`config.mk`:
```
export PLATFORM = sky130hd
export DESIGN_NAME = act_mux_pipe
export DESIGN_NICKNAME = d
export VERILOG_FILES = /design/src/rtl/act_mux_pipe.sv
export SDC_FILE = /design/constraint.sdc
export NUM_CORES = 1
export LEC_CHECK = 0
export BUFFER_PORTS_ARGS = -buffer_cell sky130_fd_sc_hd__buf_2
export CAP_MARGIN = 20
export CORE_MARGIN = 1.5
export CORE_UTILIZATION = 39
export CTS_CLUSTER_SIZE = 24
export DETAILED_ROUTE_END_ITERATION = 10
export GPL_TIMING_DRIVEN = 0
export HOLD_SLACK_MARGIN = 0.02
export PLACE_DENSITY = 0.73
export SETUP_SLACK_MARGIN = 0.2
export SLEW_MARGIN = 10
export SYNTH_ARGS = -nofsm -noshare
export SYNTH_HDL_FRONTEND = slang
export SYNTH_SLANG_ARGS = --single-unit
export TNS_END_PERCENT = 30
```
`constraint.sdc`:
```
create_clock -name clk -period 1.15 [get_ports clk]
set_input_delay 0.2875 -clock clk [delete_from_list [all_inputs] [get_ports clk]]
set_output_delay 0.2875 -clock clk [all_outputs]
set_load 0.05 [all_outputs]
```
`src/rtl/act_mux_pipe.sv`:
```
// Gated-select word mux (ACT_C2 successor) followed by a 2-stage valid/ready pipeline.
// Optional even-parity output enabled by defining ACT_MUX_PARITY_EN.
module act_mux_pipe #(
    parameter int                XLEN      = 8,
    parameter int                SEL_W     = 2,
    parameter logic [SEL_W-1:0]  GATE_MASK = 2'b10
) (
    input  logic                        clk,
    input  logic                        rst_n,
    input  logic [(2**SEL_W)*XLEN-1:0]  in_data,
    input  logic [SEL_W-1:0]            in_a,
    input  logic [SEL_W-1:0]            in_b,
    input  logic                        in_valid,
    output logic                        in_ready,
    output logic [XLEN-1:0]             out_data,
    output logic                        out_valid,
`ifdef ACT_MUX_PARITY_EN
    output logic                        out_parity,
`endif
    input  logic                        out_ready
);

    localparam int NUM_WORDS = 2**SEL_W;

    logic [SEL_W-1:0] sel;
    logic [XLEN-1:0]  mux_word;
    logic             v1, v2;
    logic [XLEN-1:0]  d1, d2;
    logic             adv1, adv2;

    // Each select bit is an OR or AND of its A/B pair, chosen by GATE_MASK.
    always_comb begin
        // NOTE: every always_comb output gets a default first so no latch is inferred.
        sel = '0;
        for (int i = 0; i < SEL_W; i++) begin
            sel[i] = GATE_MASK[i] ? (in_a[i] | in_b[i]) : (in_a[i] & in_b[i]);
        end
    end

    // Full decode: every select value maps to a real word, never to X/Z.
    always_comb begin
        mux_word = '0;
        for (int k = 0; k < NUM_WORDS; k++) begin
            if (sel == SEL_W'(k)) mux_word = in_data[k*XLEN +: XLEN];
        end
    end

    assign adv2     = !v2 || out_ready;
    assign adv1     = !v1 || adv2;
    assign in_ready = adv1;

    // NOTE: sequential state uses non-blocking assignments so both stages shift on the same edge.
    always_ff @(posedge clk or negedge rst_n) begin
        if (!rst_n) begin
            v1 <= 1'b0;
            v2 <= 1'b0;
            d1 <= '0;
            d2 <= '0;
        end else begin
            if (adv2) begin
                v2 <= v1;
                if (v1) d2 <= d1;
            end
            if (adv1) begin
                v1 <= in_valid;
                if (in_valid) d1 <= mux_word;
            end
        end
    end

    assign out_valid = v2;
    assign out_data  = d2;

`ifdef ACT_MUX_PARITY_EN
    logic p1, p2;

    // Parity is formed at stage-1 capture and travels with its word.
    always_ff @(posedge clk or negedge rst_n) begin
        if (!rst_n) begin
            p1 <= 1'b0;
            p2 <= 1'b0;
        end else begin
            if (adv2 && v1)      p2 <= p1;
            if (adv1 && in_valid) p1 <= ^mux_word;
        end
    end

    assign out_parity = p2;
`endif

endmodule

```
After elaboration in Yosys (flattened, before gate mapping)
Cells that the tools add are included.

word-level totals
  logic and storage cells = 20
  output and inout port bits = 10
  input port bits = 40
  register bits = 18

operators by class
  reductions and logical operators = 7
  muxes and demuxes = 4
  eq/ne operators = 3
  bitwise operators = 2

operators by type and width
  cell                                                                   count
  8-bit two-way mux                                                      4
  2-bit equality test, second input constant                             2
  2-bit AND reduction                                                    2
  2-bit by 1-bit equality test with 1-bit output, second input constant  1
  1-bit logical NOT                                                      2
  2-bit logical NOT                                                      1
  1-bit logical OR                                                       2
  1-bit AND                                                              1
  1-bit bitwise OR                                                       1

Depth between registers and ports, before layout
  depth after elaboration = 6
  depth in mapped cells = 5
  depth with buffers taken out = 3

Least setup slack after synthesis
No wires, ideal clock.

  kind = register to register
  from = register v2 (netlist: out_valid)
  to = register d1[0]
  arrival = 2.059 ns
  path buffers = 1
  setup time = 0.125 ns
  period minus slack after synthesis = 2.185 ns
  cell stages (with the launch flop) = 5
  required time = 1.025 ns
  slack = -1.035 ns
  cell sequence = dfrtp_1 -> nand3b_1 -> and2_1 -> buf_2 -> mux2_4

between the ends
  longest elaborated chain between the ends = 4

ends and longest elaborated chain
  what                                  RTL line  RTL
  from (decl)                           27        logic v1, v2;
  from (signal assigned)                61        v2 <= v1;
  1-bit logical NOT                     48        assign adv2 = !v2 || out_ready;
  1-bit logical OR                      48
  1-bit logical OR                      49        assign adv1 = !v1 || adv2;
  via in_ready                          14        output logic in_ready,
  2-bit AND reduction (no source line)  --
  to (signal assigned)                  66        if (in_valid) d1 <= mux_word;
  to (decl)                             28        logic [XLEN-1:0] d1, d2;

The timed path passes the listed nets, and every way through them passes these cells.
A chain may end at the register's enable or synchronous reset.

Worst setup path after layout
  from = register v2 (netlist: out_valid)
  to = output port in_ready

between the ends
  longest elaborated chain between the ends = 3

ends and longest elaborated chain
  what               RTL line
  1-bit logical NOT  48
  1-bit logical OR   48
  1-bit logical OR   49
  to (decl)          14

No other way between the ends.

==> out/results.ini <==
[cts]
clk_path_buf_depth=2
cts_tree=yes
root_buffer=clkbuf_4
clock_sinks=18
htreeDepth=1
path_clk_slew_ps=100
clk_latency_ps=290
cts-buffers-inserted=3

[cells_and_area]
nets=168
area_growth_syn_to_layout_pct=41.5
final_util_pct=59.9
num-fill-cells=202
antenna_cells=0
drive_gt1_share_pct=59.8
layout_common_cells=buf_2, dfrtp_1, buf_6, mux2_2
final_common_cell=buf_2

[logic_synthesis]
synth.largest_area_cell=dfrtp_1
postSynthAreaPerCell_um2=13.1
synth_nets=113
netlist_instances=73
netlist.area_leader.share_pct=47.2
synthDistinctLibCells=25
ys_warn_count=0
ys_seq_area_share_pct=47.2
syn-cell-area_um2=955
ys_seq_elements=18
netlist_top_cells_area=dfrtp_1, mux2_2, mux4_2

[grt]
grt_pass1_wl_mm=3.42
overflow=0
grt_max_degree=19
grtUsageTotal_pct=17.2
antenna_found_initial=0
grt_pass1_vias=807

[route]
wirelength_mm=2.17
drcViolationCount=0
via_per_inst=5.41
vias=839
drt_iter0_drc=11
postRouteAntennaNets=0
firstDrtPassIters=4
detail_route.wl_per_cell_um=14.0

[worst_setup_path]
r2r_start=out_valid
rr_worst_depth=4
cp_max_fo=3
worst_setup_path_end_kind=primary output
cp_slowest_cell=dfrtp_2
cp_cell_sequence=nand3b_1, buf_6
start_kind=flop
crit_family=flip-flops
arrival_ps=1040
worstSetupPathType=flop to primary output
r2r_slack_ps=-130
crit_buf_inv=1
r2r-end=d1[1]
critical_path.max_stage_delay_ps=420
required_ps=860

[timing]
period_needed_ps=1330
period_share_pct=116
clock-skew-final_ps=1.95
setup_viol=11
tightest_slew_ps=385
rsz0062_at_grt=yes
hold_viol=0
layout_setup_ws_ps=-182
maxSlewHeadroom_pct=74.3
fmax_ghz=0.751
finalMaxSlewViolations=0
finalSetupTns_ps=-1010

[status]
failed_checks=negative setup slack
status=finished with violations

[floorplanning]
rows=17
coreArea_um2=2250
start_util_pct=42.3
die_x_um=52.5
io_pins=50
fp.dieH_um=52.5
die_area_um2=2750

[power_and_ir_drop]
finalPower_w=0.00209
cellPowerDensity_nw_per_um2=1550
leakagePower_nw=0.614
vdd_drop_max_v=0.000862

[run]
maxCapViolations=0

[hold_path]
holdCritStartpoint=in_data[30]
worstHoldPathType=input pin to flop
min_to=d1[6]
hold_depth=3

[placed_design]
io_buffer_count=47
dp_hpwl_mm=1.71
gp_congestion=0.720

-- what timing repair did --
action	CTS	global route
pin swaps	1	0
cloned	0	0
setup endpoints to repair	26	26
resized for setup	22	0
buffers inserted	2	0
endpoints found under the hold margin	18	0
hold buffers	1	0
-- kinds of logic (layout without fill, tap and decap cells) --
| logic type | Yosys count | in the layout | synth area share [%] |
|---|---|---|---|
| simple gates | 17 | 17 | 10.7 |
| flops | 18 | 18 | 47.2 |
| mux | 16 | 16 | 25.2 |
| buf+inv | 6 | 60 | 3.67 |
| compound gates | 16 | 16 | 13.2 |
-- synthesized netlist by cell type (all sizes together) --
| cell type | n |
|---|---|
| a222oi | 1 |
| or2 | 1 |
| nor2 | 1 |
| inv | 1 |
| o311ai | 1 |
| nor3b | 3 |
| nand2b | 3 |
| a211oi | 1 |
| and2 | 2 |
| nand2 | 2 |
| mux2 | 12 |
| nand3b | 1 |
| o221ai | 3 |
| a2111o | 3 |
| or3 | 1 |
| a21oi | 3 |
| mux4 | 4 |
| a31oi | 3 |
| nand3 | 3 |
| o22ai | 1 |
| buf | 5 |
| dfrtp | 18 |
-- final cells by class --
type	count	area, um2	share of cell area, %
tap	28	35.0	2.59
buffer	5	41.3	3.06
multi-input combinational	49	472	34.9
inverter	1	3.75	0.278
timing repair buffer	50	322	23.8
sequential	18	452	33.4
clock buffer	4	26.3	1.94
-- layer usage --
metal / GRT usage [%] / vias to the layer above / share of wire, %
met2: 30.6 / 33 / 53
met1: 20.1 / 404 / 40
met5: 0 / - / 0
met3: 2.00 / 5 / 4.6
met4: 8.97 / 0 / 2.1
li1: - / 397 / -
-- registers in the layout (all words and copies together), names as in the netlist --
signal and count:
v1 1, out_valid 1, d1 8, out_data 8
-- worst min-delay path: cells and delay by family --
kind	cells	cell delay, ps
buffers and inverters	1	100
AOI/OAI and AO/OA	1	80
and+or+nand+nor	1	60
-- worst max-delay path by stage --
| stage | from | endpoint | cells after the start |
|---|---|---|---|
| 2_1_floorplan | out_valid | d1[0] | 4 |
| 6_report | out_valid | in_ready | 2 |
| 5_1_grt | out_valid | in_ready | 2 |
| 4_1_cts | out_valid | in_ready | 2 |
| 3_5_place_dp | in_b[0] | d1[2] | 5 |
| 3_3_place_gp | in_a[0] | d1[2] | 5 |
-- where the power goes --
part | switching, W | total (W) | internal, W | leakage, nW
combinational | 0.000495 | 0.000897 | 0.000403 | 0.394
clock | 0.000191 | 0.000326 | 0.000135 | 0.0150
sequential | 0.0000931 | 0.000866 | 0.000773 | 0.205
total | 0.000778 | 0.00209 | 0.00131 | 0.614
-- through the flow --
| stage | hold WS, ps | setup WS, ps | instances | area [um2] |
|---|---|---|---|---|
| finish | 256 | -182 | 155 | 1350 |
| CTS | 245 | -196 | 155 | 1350 |
| global placement | 230 | -437 | 148 | 1230 |
| detailed placement | 236 | -460 | 148 | 1230 |
| global route | 248 | -226 | 155 | 1350 |
| floorplan | -8.09 | -778 | 73 | 962 |
(Power assumes the default switching activity.)
